==> src/rtl/dual_hazard_unit_pkg.sv <==
// Shared definitions for the dual-issue hazard unit: forwarding select codes
// per lane, decode issue FSM states and default widths.
package dual_hazard_unit_pkg;

    localparam int REGW_DEF = 5;
    localparam int SELW_DEF = 3;

    // Lane-1 execute operand sources
    localparam int FWD_RF = 0;
    localparam int FWD_W1 = 1;
    localparam int FWD_M1 = 2;
    localparam int FWD_M2 = 3;
    localparam int FWD_W2 = 4;

    // Lane-2 execute operand sources; E1 is lane 1's ALU result of the same cycle
    localparam int FWD2_RF = 0;
    localparam int FWD2_W2 = 1;
    localparam int FWD2_M2 = 2;
    localparam int FWD2_E1 = 3;
    localparam int FWD2_M1 = 4;
    localparam int FWD2_W1 = 5;

    typedef enum logic {
        ST_PAIR   = 1'b0,
        ST_SECOND = 1'b1
    } state_t;

endpackage

==> src/rtl/dual_hazard_unit_if.sv <==
// Decode/execute register information flowing into the hazard unit and the
// forwarding/stall controls flowing back to the pipeline.
interface dual_hazard_unit_if
    import dual_hazard_unit_pkg::*;
#(
    parameter int REGW = REGW_DEF,
    parameter int SELW = SELW_DEF
);
    logic [REGW-1:0] rsd, rtd, rsd2, rtd2;
    logic [REGW-1:0] writeregd;
    logic            regwrited, memtoregd;

    logic [REGW-1:0] rse, rte, rse2, rte2;
    logic [REGW-1:0] writerege, writerege2;
    logic            regwritee, regwritee2, memtorege, memtorege2;

    logic [SELW-1:0] forwardae, forwardbe, forwardae2, forwardbe2;
    logic            stallf, stalld, flushe, issue_single;

    modport master (
        output rsd, rtd, rsd2, rtd2, writeregd, regwrited, memtoregd,
        output rse, rte, rse2, rte2, writerege, writerege2,
        output regwritee, regwritee2, memtorege, memtorege2,
        input  forwardae, forwardbe, forwardae2, forwardbe2,
        input  stallf, stalld, flushe, issue_single
    );

    modport slave (
        input  rsd, rtd, rsd2, rtd2, writeregd, regwrited, memtoregd,
        input  rse, rte, rse2, rte2, writerege, writerege2,
        input  regwritee, regwritee2, memtorege, memtorege2,
        output forwardae, forwardbe, forwardae2, forwardbe2,
        output stallf, stalld, flushe, issue_single
    );
endinterface

==> src/rtl/dual_hazard_unit_fwd_select.sv <==
// Priority encoder choosing the forwarding source of one execute operand.
// Younger producers win; within a stage lane 2 is the later instruction.
module fwd_select
    import dual_hazard_unit_pkg::*;
#(
    parameter int REGW = REGW_DEF,
    parameter int SELW = SELW_DEF,
    parameter int C_E1 = FWD2_E1,
    parameter int C_M2 = FWD_M2,
    parameter int C_M1 = FWD_M1,
    parameter int C_W2 = FWD_W2,
    parameter int C_W1 = FWD_W1
) (
    input  logic [REGW-1:0] src,
    input  logic            e1_en,
    input  logic [REGW-1:0] e1_dest,
    input  logic            m2_rw, m2_ld,
    input  logic [REGW-1:0] m2_dest,
    input  logic            m1_rw, m1_ld,
    input  logic [REGW-1:0] m1_dest,
    input  logic            w2_rw,
    input  logic [REGW-1:0] w2_dest,
    input  logic            w1_rw,
    input  logic [REGW-1:0] w1_dest,
    output logic [SELW-1:0] sel
);

    logic live;
    assign live = (src != '0);

    always_comb begin
        // NOTE: default first so every path assigns sel and no latch is inferred.
        sel = SELW'(FWD_RF);
        // M-stage loads still hold an address, so they fall through to older producers
        if (live && e1_en && e1_dest == src)                 sel = SELW'(C_E1);
        else if (live && m2_rw && !m2_ld && m2_dest == src)  sel = SELW'(C_M2);
        else if (live && m1_rw && !m1_ld && m1_dest == src)  sel = SELW'(C_M1);
        else if (live && w2_rw && w2_dest == src)            sel = SELW'(C_W2);
        else if (live && w1_rw && w1_dest == src)            sel = SELW'(C_W1);
    end

endmodule

==> src/rtl/dual_hazard_unit.sv <==
// Forwarding and stall controller for the dual-issue pipeline: shadows the
// M/W destinations, drives execute forwarding selects and the decode split/stall FSM.
module dual_hazard_unit
    import dual_hazard_unit_pkg::*;
#(
    parameter int REGW = REGW_DEF,
    parameter int SELW = SELW_DEF
) (
    input logic              clk,
    input logic              rst_n,
    dual_hazard_unit_if.slave hz
);

    logic [REGW-1:0] m1_dest, m2_dest, w1_dest, w2_dest;
    logic            m1_rw, m1_ld, m2_rw, m2_ld, w1_rw, w2_rw;
    state_t          state;

    always_ff @(posedge clk or negedge rst_n) begin
        if (!rst_n) begin
            m1_dest <= '0; m1_rw <= 1'b0; m1_ld <= 1'b0;
            m2_dest <= '0; m2_rw <= 1'b0; m2_ld <= 1'b0;
            w1_dest <= '0; w1_rw <= 1'b0;
            w2_dest <= '0; w2_rw <= 1'b0;
        end else begin
            // NOTE: non-blocking so W takes the old M value, not this edge's E value.
            m1_dest <= hz.writerege;  m1_rw <= hz.regwritee;  m1_ld <= hz.memtorege;
            m2_dest <= hz.writerege2; m2_rw <= hz.regwritee2; m2_ld <= hz.memtorege2;
            w1_dest <= m1_dest;       w1_rw <= m1_rw;
            w2_dest <= m2_dest;       w2_rw <= m2_rw;
        end
    end

    // Same-cycle lane-1 result is only usable by lane 2 when it comes from the ALU
    logic e1_alu;
    assign e1_alu = hz.regwritee & ~hz.memtorege;

    fwd_select #(.REGW(REGW), .SELW(SELW), .C_E1(FWD_RF), .C_M2(FWD_M2),
                 .C_M1(FWD_M1), .C_W2(FWD_W2), .C_W1(FWD_W1)) u_fwd_a (
        .src(hz.rse), .e1_en(1'b0), .e1_dest(hz.writerege),
        .m2_rw(m2_rw), .m2_ld(m2_ld), .m2_dest(m2_dest),
        .m1_rw(m1_rw), .m1_ld(m1_ld), .m1_dest(m1_dest),
        .w2_rw(w2_rw), .w2_dest(w2_dest), .w1_rw(w1_rw), .w1_dest(w1_dest),
        .sel(hz.forwardae)
    );

    fwd_select #(.REGW(REGW), .SELW(SELW), .C_E1(FWD_RF), .C_M2(FWD_M2),
                 .C_M1(FWD_M1), .C_W2(FWD_W2), .C_W1(FWD_W1)) u_fwd_b (
        .src(hz.rte), .e1_en(1'b0), .e1_dest(hz.writerege),
        .m2_rw(m2_rw), .m2_ld(m2_ld), .m2_dest(m2_dest),
        .m1_rw(m1_rw), .m1_ld(m1_ld), .m1_dest(m1_dest),
        .w2_rw(w2_rw), .w2_dest(w2_dest), .w1_rw(w1_rw), .w1_dest(w1_dest),
        .sel(hz.forwardbe)
    );

    fwd_select #(.REGW(REGW), .SELW(SELW), .C_E1(FWD2_E1), .C_M2(FWD2_M2),
                 .C_M1(FWD2_M1), .C_W2(FWD2_W2), .C_W1(FWD2_W1)) u_fwd_a2 (
        .src(hz.rse2), .e1_en(e1_alu), .e1_dest(hz.writerege),
        .m2_rw(m2_rw), .m2_ld(m2_ld), .m2_dest(m2_dest),
        .m1_rw(m1_rw), .m1_ld(m1_ld), .m1_dest(m1_dest),
        .w2_rw(w2_rw), .w2_dest(w2_dest), .w1_rw(w1_rw), .w1_dest(w1_dest),
        .sel(hz.forwardae2)
    );

    fwd_select #(.REGW(REGW), .SELW(SELW), .C_E1(FWD2_E1), .C_M2(FWD2_M2),
                 .C_M1(FWD2_M1), .C_W2(FWD2_W2), .C_W1(FWD2_W1)) u_fwd_b2 (
        .src(hz.rte2), .e1_en(e1_alu), .e1_dest(hz.writerege),
        .m2_rw(m2_rw), .m2_ld(m2_ld), .m2_dest(m2_dest),
        .m1_rw(m1_rw), .m1_ld(m1_ld), .m1_dest(m1_dest),
        .w2_rw(w2_rw), .w2_dest(w2_dest), .w1_rw(w1_rw), .w1_dest(w1_dest),
        .sel(hz.forwardbe2)
    );

    function automatic logic hit(logic rw, logic [REGW-1:0] dest, logic [REGW-1:0] src);
        return rw && (dest == src) && (src != '0);
    endfunction

    logic e1_load, e2_load, lu_l1, lu_l2, lu, pl;
    assign e1_load = hz.regwritee  & hz.memtorege;
    assign e2_load = hz.regwritee2 & hz.memtorege2;

    assign lu_l1 = hit(e1_load, hz.writerege,  hz.rsd)  | hit(e1_load, hz.writerege,  hz.rtd)
                 | hit(e2_load, hz.writerege2, hz.rsd)  | hit(e2_load, hz.writerege2, hz.rtd);
    assign lu_l2 = hit(e1_load, hz.writerege,  hz.rsd2) | hit(e1_load, hz.writerege,  hz.rtd2)
                 | hit(e2_load, hz.writerege2, hz.rsd2) | hit(e2_load, hz.writerege2, hz.rtd2);

    // Lane 1 has already issued in SECOND, so only lane-2 sources can still stall
    assign lu = lu_l2 | ((state == ST_PAIR) & lu_l1);

    assign pl = hz.regwrited & hz.memtoregd & (hz.writeregd != '0)
              & ((hz.writeregd == hz.rsd2) | (hz.writeregd == hz.rtd2));

    logic split;
    assign split = ~lu & ((state == ST_SECOND) | pl);

    assign hz.flushe       = lu;
    assign hz.stallf       = lu | ((state == ST_PAIR) & pl);
    assign hz.stalld       = hz.stallf;
    assign hz.issue_single = split;

    always_ff @(posedge clk or negedge rst_n) begin
        if (!rst_n) begin
            state <= ST_PAIR;
        end else begin
            case (state)
                ST_PAIR:   if (!lu && pl) state <= ST_SECOND;
                ST_SECOND: if (!lu)       state <= ST_PAIR;
                default:                  state <= ST_PAIR;
            endcase
        end
    end

endmodule

==> src/flat_wrapper.sv <==
// flat-port wrapper written by rule: the top's interface ports become plain ports
module dual_hazard_unit_flat import dual_hazard_unit_pkg::*;
#(
    parameter int REGW = REGW_DEF,
    parameter int SELW = SELW_DEF
)
  (clk, rst_n, hz_rsd, hz_rtd, hz_rsd2, hz_rtd2, hz_writeregd, hz_regwrited, hz_memtoregd, hz_rse, hz_rte, hz_rse2, hz_rte2, hz_writerege, hz_writerege2, hz_regwritee, hz_regwritee2, hz_memtorege, hz_memtorege2, hz_forwardae, hz_forwardbe, hz_forwardae2, hz_forwardbe2, hz_stallf, hz_stalld, hz_flushe, hz_issue_single);
  dual_hazard_unit_if #(.REGW(REGW), .SELW(SELW)) hz_i ();
  input logic clk;
  input logic rst_n;
  input wire logic [$bits(hz_i.rsd)-1:0] hz_rsd;
  input wire logic [$bits(hz_i.rtd)-1:0] hz_rtd;
  input wire logic [$bits(hz_i.rsd2)-1:0] hz_rsd2;
  input wire logic [$bits(hz_i.rtd2)-1:0] hz_rtd2;
  input wire logic [$bits(hz_i.writeregd)-1:0] hz_writeregd;
  input wire logic [$bits(hz_i.regwrited)-1:0] hz_regwrited;
  input wire logic [$bits(hz_i.memtoregd)-1:0] hz_memtoregd;
  input wire logic [$bits(hz_i.rse)-1:0] hz_rse;
  input wire logic [$bits(hz_i.rte)-1:0] hz_rte;
  input wire logic [$bits(hz_i.rse2)-1:0] hz_rse2;
  input wire logic [$bits(hz_i.rte2)-1:0] hz_rte2;
  input wire logic [$bits(hz_i.writerege)-1:0] hz_writerege;
  input wire logic [$bits(hz_i.writerege2)-1:0] hz_writerege2;
  input wire logic [$bits(hz_i.regwritee)-1:0] hz_regwritee;
  input wire logic [$bits(hz_i.regwritee2)-1:0] hz_regwritee2;
  input wire logic [$bits(hz_i.memtorege)-1:0] hz_memtorege;
  input wire logic [$bits(hz_i.memtorege2)-1:0] hz_memtorege2;
  output wire logic [$bits(hz_i.forwardae)-1:0] hz_forwardae;
  output wire logic [$bits(hz_i.forwardbe)-1:0] hz_forwardbe;
  output wire logic [$bits(hz_i.forwardae2)-1:0] hz_forwardae2;
  output wire logic [$bits(hz_i.forwardbe2)-1:0] hz_forwardbe2;
  output wire logic [$bits(hz_i.stallf)-1:0] hz_stallf;
  output wire logic [$bits(hz_i.stalld)-1:0] hz_stalld;
  output wire logic [$bits(hz_i.flushe)-1:0] hz_flushe;
  output wire logic [$bits(hz_i.issue_single)-1:0] hz_issue_single;
  assign hz_i.rsd = hz_rsd;
  assign hz_i.rtd = hz_rtd;
  assign hz_i.rsd2 = hz_rsd2;
  assign hz_i.rtd2 = hz_rtd2;
  assign hz_i.writeregd = hz_writeregd;
  assign hz_i.regwrited = hz_regwrited;
  assign hz_i.memtoregd = hz_memtoregd;
  assign hz_i.rse = hz_rse;
  assign hz_i.rte = hz_rte;
  assign hz_i.rse2 = hz_rse2;
  assign hz_i.rte2 = hz_rte2;
  assign hz_i.writerege = hz_writerege;
  assign hz_i.writerege2 = hz_writerege2;
  assign hz_i.regwritee = hz_regwritee;
  assign hz_i.regwritee2 = hz_regwritee2;
  assign hz_i.memtorege = hz_memtorege;
  assign hz_i.memtorege2 = hz_memtorege2;
  assign hz_forwardae = hz_i.forwardae;
  assign hz_forwardbe = hz_i.forwardbe;
  assign hz_forwardae2 = hz_i.forwardae2;
  assign hz_forwardbe2 = hz_i.forwardbe2;
  assign hz_stallf = hz_i.stallf;
  assign hz_stalld = hz_i.stalld;
  assign hz_flushe = hz_i.flushe;
  assign hz_issue_single = hz_i.issue_single;
  dual_hazard_unit #(.REGW(REGW), .SELW(SELW)) u_core (.clk(clk), .rst_n(rst_n), .hz(hz_i));
endmodule
==> config.mk <==
export PLATFORM = sky130hd
export DESIGN_NAME = dual_hazard_unit_flat
export DESIGN_NICKNAME = d
export VERILOG_FILES = /design/src/rtl/dual_hazard_unit_pkg.sv /design/src/rtl/dual_hazard_unit_if.sv /design/src/rtl/dual_hazard_unit_fwd_select.sv /design/src/rtl/dual_hazard_unit.sv /design/src/flat_wrapper.sv
export SDC_FILE = /design/constraint.sdc
export NUM_CORES = 1
export LEC_CHECK = 0
export ABC_AREA = 1
export CAP_MARGIN = 20
export CORE_UTILIZATION = 39
export CTS_BUF_LIST = sky130_fd_sc_hd__clkbuf_8 sky130_fd_sc_hd__clkbuf_16
export DETAILED_ROUTE_END_ITERATION = 6
export GPL_ROUTABILITY_DRIVEN = 0
export GPL_TIMING_DRIVEN = 0
export PLACE_DENSITY = 0.76
export SYNTH_ARGS = -nofsm -noshare
export SYNTH_HDL_FRONTEND = slang
export SYNTH_SLANG_ARGS = --single-unit
==> constraint.sdc <==
create_clock -name clk -period 2.85 [get_ports clk]
set_input_delay 0.57 -clock clk [delete_from_list [all_inputs] [get_ports clk]]
set_output_delay 0.57 -clock clk [all_outputs]
set_load 0.03 [all_outputs]
==> results.cfg <==
[detailed_routing]
drcViolationCount = 0
drtIter0Drc = 459
num_vias = 3883
wl_per_cell_um = 15.2
via_per_inst = 5.56
postRouteAntennaNets = 0
wirelength_um = 10600
dr.pass1.iters = 5

[placed_design]
place.port_buffers = 69
dp_slack_ns = -0.601
dpl.hpwl_um = 8240
placed_cells = 692

[timing]
setup_violations = 0
skew_ns = 0.00376
setup_tns_ns = 0
period_share_pct = 96.5
grt_setup_unrepaired = false
layout_min_cycle_time_ns = 2.75
relSlewSlack_pct = 67.2
fmax_ghz = 0.364
final_hold_viol_count = 0
max_slew.worst_pin.slew_ns = 0.491
setup_ws_ns = 0.0993
slew_viol_final = 0

[grt]
antenna_found_initial = 0
grt_usage_pct = 25.6
grt_overflow = 0
grt_pass1_vias = 3573
grt_pass1_wl_um = 16900
grt_max_degree = 21

[cells_and_area]
synthToLayoutAreaGrowth_pct = 31.0
diodes = 0
fin_nets = 664
finalNonFillerCells = 699
drive_gt1_share_pct = 10.2

[critical_path]
cp_data_required_time_ns = 2.28
endpoint_kind = output port
crit_path_start_kind = input port
arrival_ns = 2.18
critPathKind = in2out
crit_path_max_fanout = 6

[logic_synthesis]
synth_cells = 523
yosysUniqueCellTypes = 29
synth_edf_count = 0
synth.top_cells.by_count = 169 x nand2_1, 69 x inv_1, 62 x nor2_1
synth_top_area_share_pct = 22.1
yosysTopAreaCell = dfrtp_1
ys_ff_latch = 27
ys_warn_count = 0
syn_nets = 586
synthArstFlopShare_pct = 100
yosysSeqAreaShare_pct = 22.1
ys_top_cells_by_area = dfrtp_1 22%, nand2_1 21%, inv_1 8.5%
synth.most_common_cell = nand2_1
synth_ff_type = dfrtp_1
mappedNetlistArea_um2 = 3060
synth_area_per_cell_um2 = 5.85

[clock_network]
hold_buffers = 0
clk_path_buf_depth = 2
worstSkewPairLatency_ns = 0.28
clockRootBuffer = clkbuf_8
h-tree-depth = 1
clock_sinks = 27
clk_pin_slew_ns = 0.10
numCtsBuffers = 3
cts_tree = done

[floorplanning]
num_rows = 31
die-area_um2 = 8200
die_h_um = 90.6
die_x_um = 90.6
start_util_pct = 41.3
core-area_um2 = 7410
ios = 79

[power]
p_leak_nw = 2.17
power-per-cell-area_nw_per_um2 = 286
ir_drop_v = 0.000188
total_power_w = 0.00115

[min_path]
hp-class = reg2reg

[status]
outcome = finished clean

[job]
maxCapViolations = 0
## final cells by class
cell class / instances / area, um^2
repair buffers: 73 / 741
well taps: 99 / 124
multi-input cells: 406 / 2050
clock inverters: 1 / 8.76
clock buffers: 3 / 41.3
inverters: 75 / 282
fillers: 736 / 3400
plain buffers: 15 / 83.8
flip-flops and latches: 27 / 676
## critical path: stages
cell	delay (ns)
dlygate4sd2_1	0.33
inv_1	0.20
nand4_1	0.26
o2111ai_1	0.23
o21ai_2	0.14
a21oi_1	0.20
clkbuf_2	0.25
## through the flow
| step | hold slack, ns | instance area (um^2) | utilization [%] |
|---|---|---|---|
| floorplan | 0.274 | 3060 | - |
| global placement | 0.357 | 3870 | 52.3 |
| detailed placement | 0.359 | 3900 | 52.7 |
| CTS | 0.384 | 3960 | 53.4 |
| global route | 0.391 | 4010 | 54.1 |
| finish | 0.381 | 4010 | 54.1 |
## state kept, by name (all words and copies together), names as in the netlist
name / flops
u_core.w2_rw: 1
u_core.w1_rw: 1
u_core.w2_dest: 5
u_core.w1_dest: 5
u_core.m1_ld: 1
u_core.m1_rw: 1
u_core.m1_dest: 5
u_core.m2_ld: 1
u_core.m2_dest: 5
u_core.state: 1
u_core.m2_rw: 1
## metal layers
layer	vias to the layer above	GRT usage, %	part of all wire [%]
li1	1827	-	-
met1	1769	34.6	40
met2	258	40.5	45
met3	29	4.38	13
met4	0	9.68	2.4
met5	-	0	0
## cell families after synthesis
kind of cell / share of synthesized area [%]
AND/OR/NAND/NOR: 40.0
buffers and inverters: 11.7
AO/OA/AOI/OAI: 13.9
XOR/XNOR: 12.3
flip-flops: 22.1
## layout by cell type, fill, tap and decap left out, types with 2 or more instances in the layout
cell,n
nor4_2,3
inv_2,11
nand3_1,28
or2_2,3
a221oi_1,2
clkdlybuf4s15_2,5
o22ai_1,14
buf_2,8
clkbuf_1,5
dfrtp_1,27
o2111ai_1,5
o21ai_0,16
nand4_1,13
buf_6,5
clkbuf_2,7
dlygate4sd2_1,8
xnor2_1,17
xor2_1,26
o211ai_1,6
clkdlybuf4s50_1,28
nand2_1,167
nand2_2,5
a211oi_1,5
nor3_1,12
nor2_1,62
clkbuf_8,3
nand3_2,2
o21ai_1,2
inv_1,64
a21oi_1,14
dlymetal6s2s_1,16
buf_4,4
## what timing repair did
item / CTS / global route
resized for setup: 55 / 51
endpoints found under the setup margin: 16 / 14
hold endpoints to repair: 0 / 0
pin swaps: 1 / 2
setup buffers: 0 / 3
## final timing paths
path / start / endpoint / slack, ns / cells past startpoint
worst max-delay path: hz_rse2[3] / hz_forwardae2[2] / 0.1 / 7
worst min-delay path: u_core.m1_dest[0]$_DFF_PN0_ / u_core.w1_dest[0]$_DFF_PN0_ / 0.38 / 0
worst max register to register: u_core.state$_DFF_PN0_ / u_core.state$_DFF_PN0_ / 2.01 / 5
worst min register to register: u_core.m1_dest[0]$_DFF_PN0_ / u_core.w1_dest[0]$_DFF_PN0_ / 0.38 / 0
max in group asynchronous: rst_n / u_core.w1_dest[1]$_DFF_PN0_ / 1.78 / 2
min in group asynchronous: rst_n / u_core.m1_dest[0]$_DFF_PN0_ / 0.61 / 1
## where the power goes
group          switching [W]  internal, W
Clock               0.000136     0.000103
Combinational       0.000277     0.000196
Sequential         0.0000323     0.000403
Power figures use the tool's default switching activity.
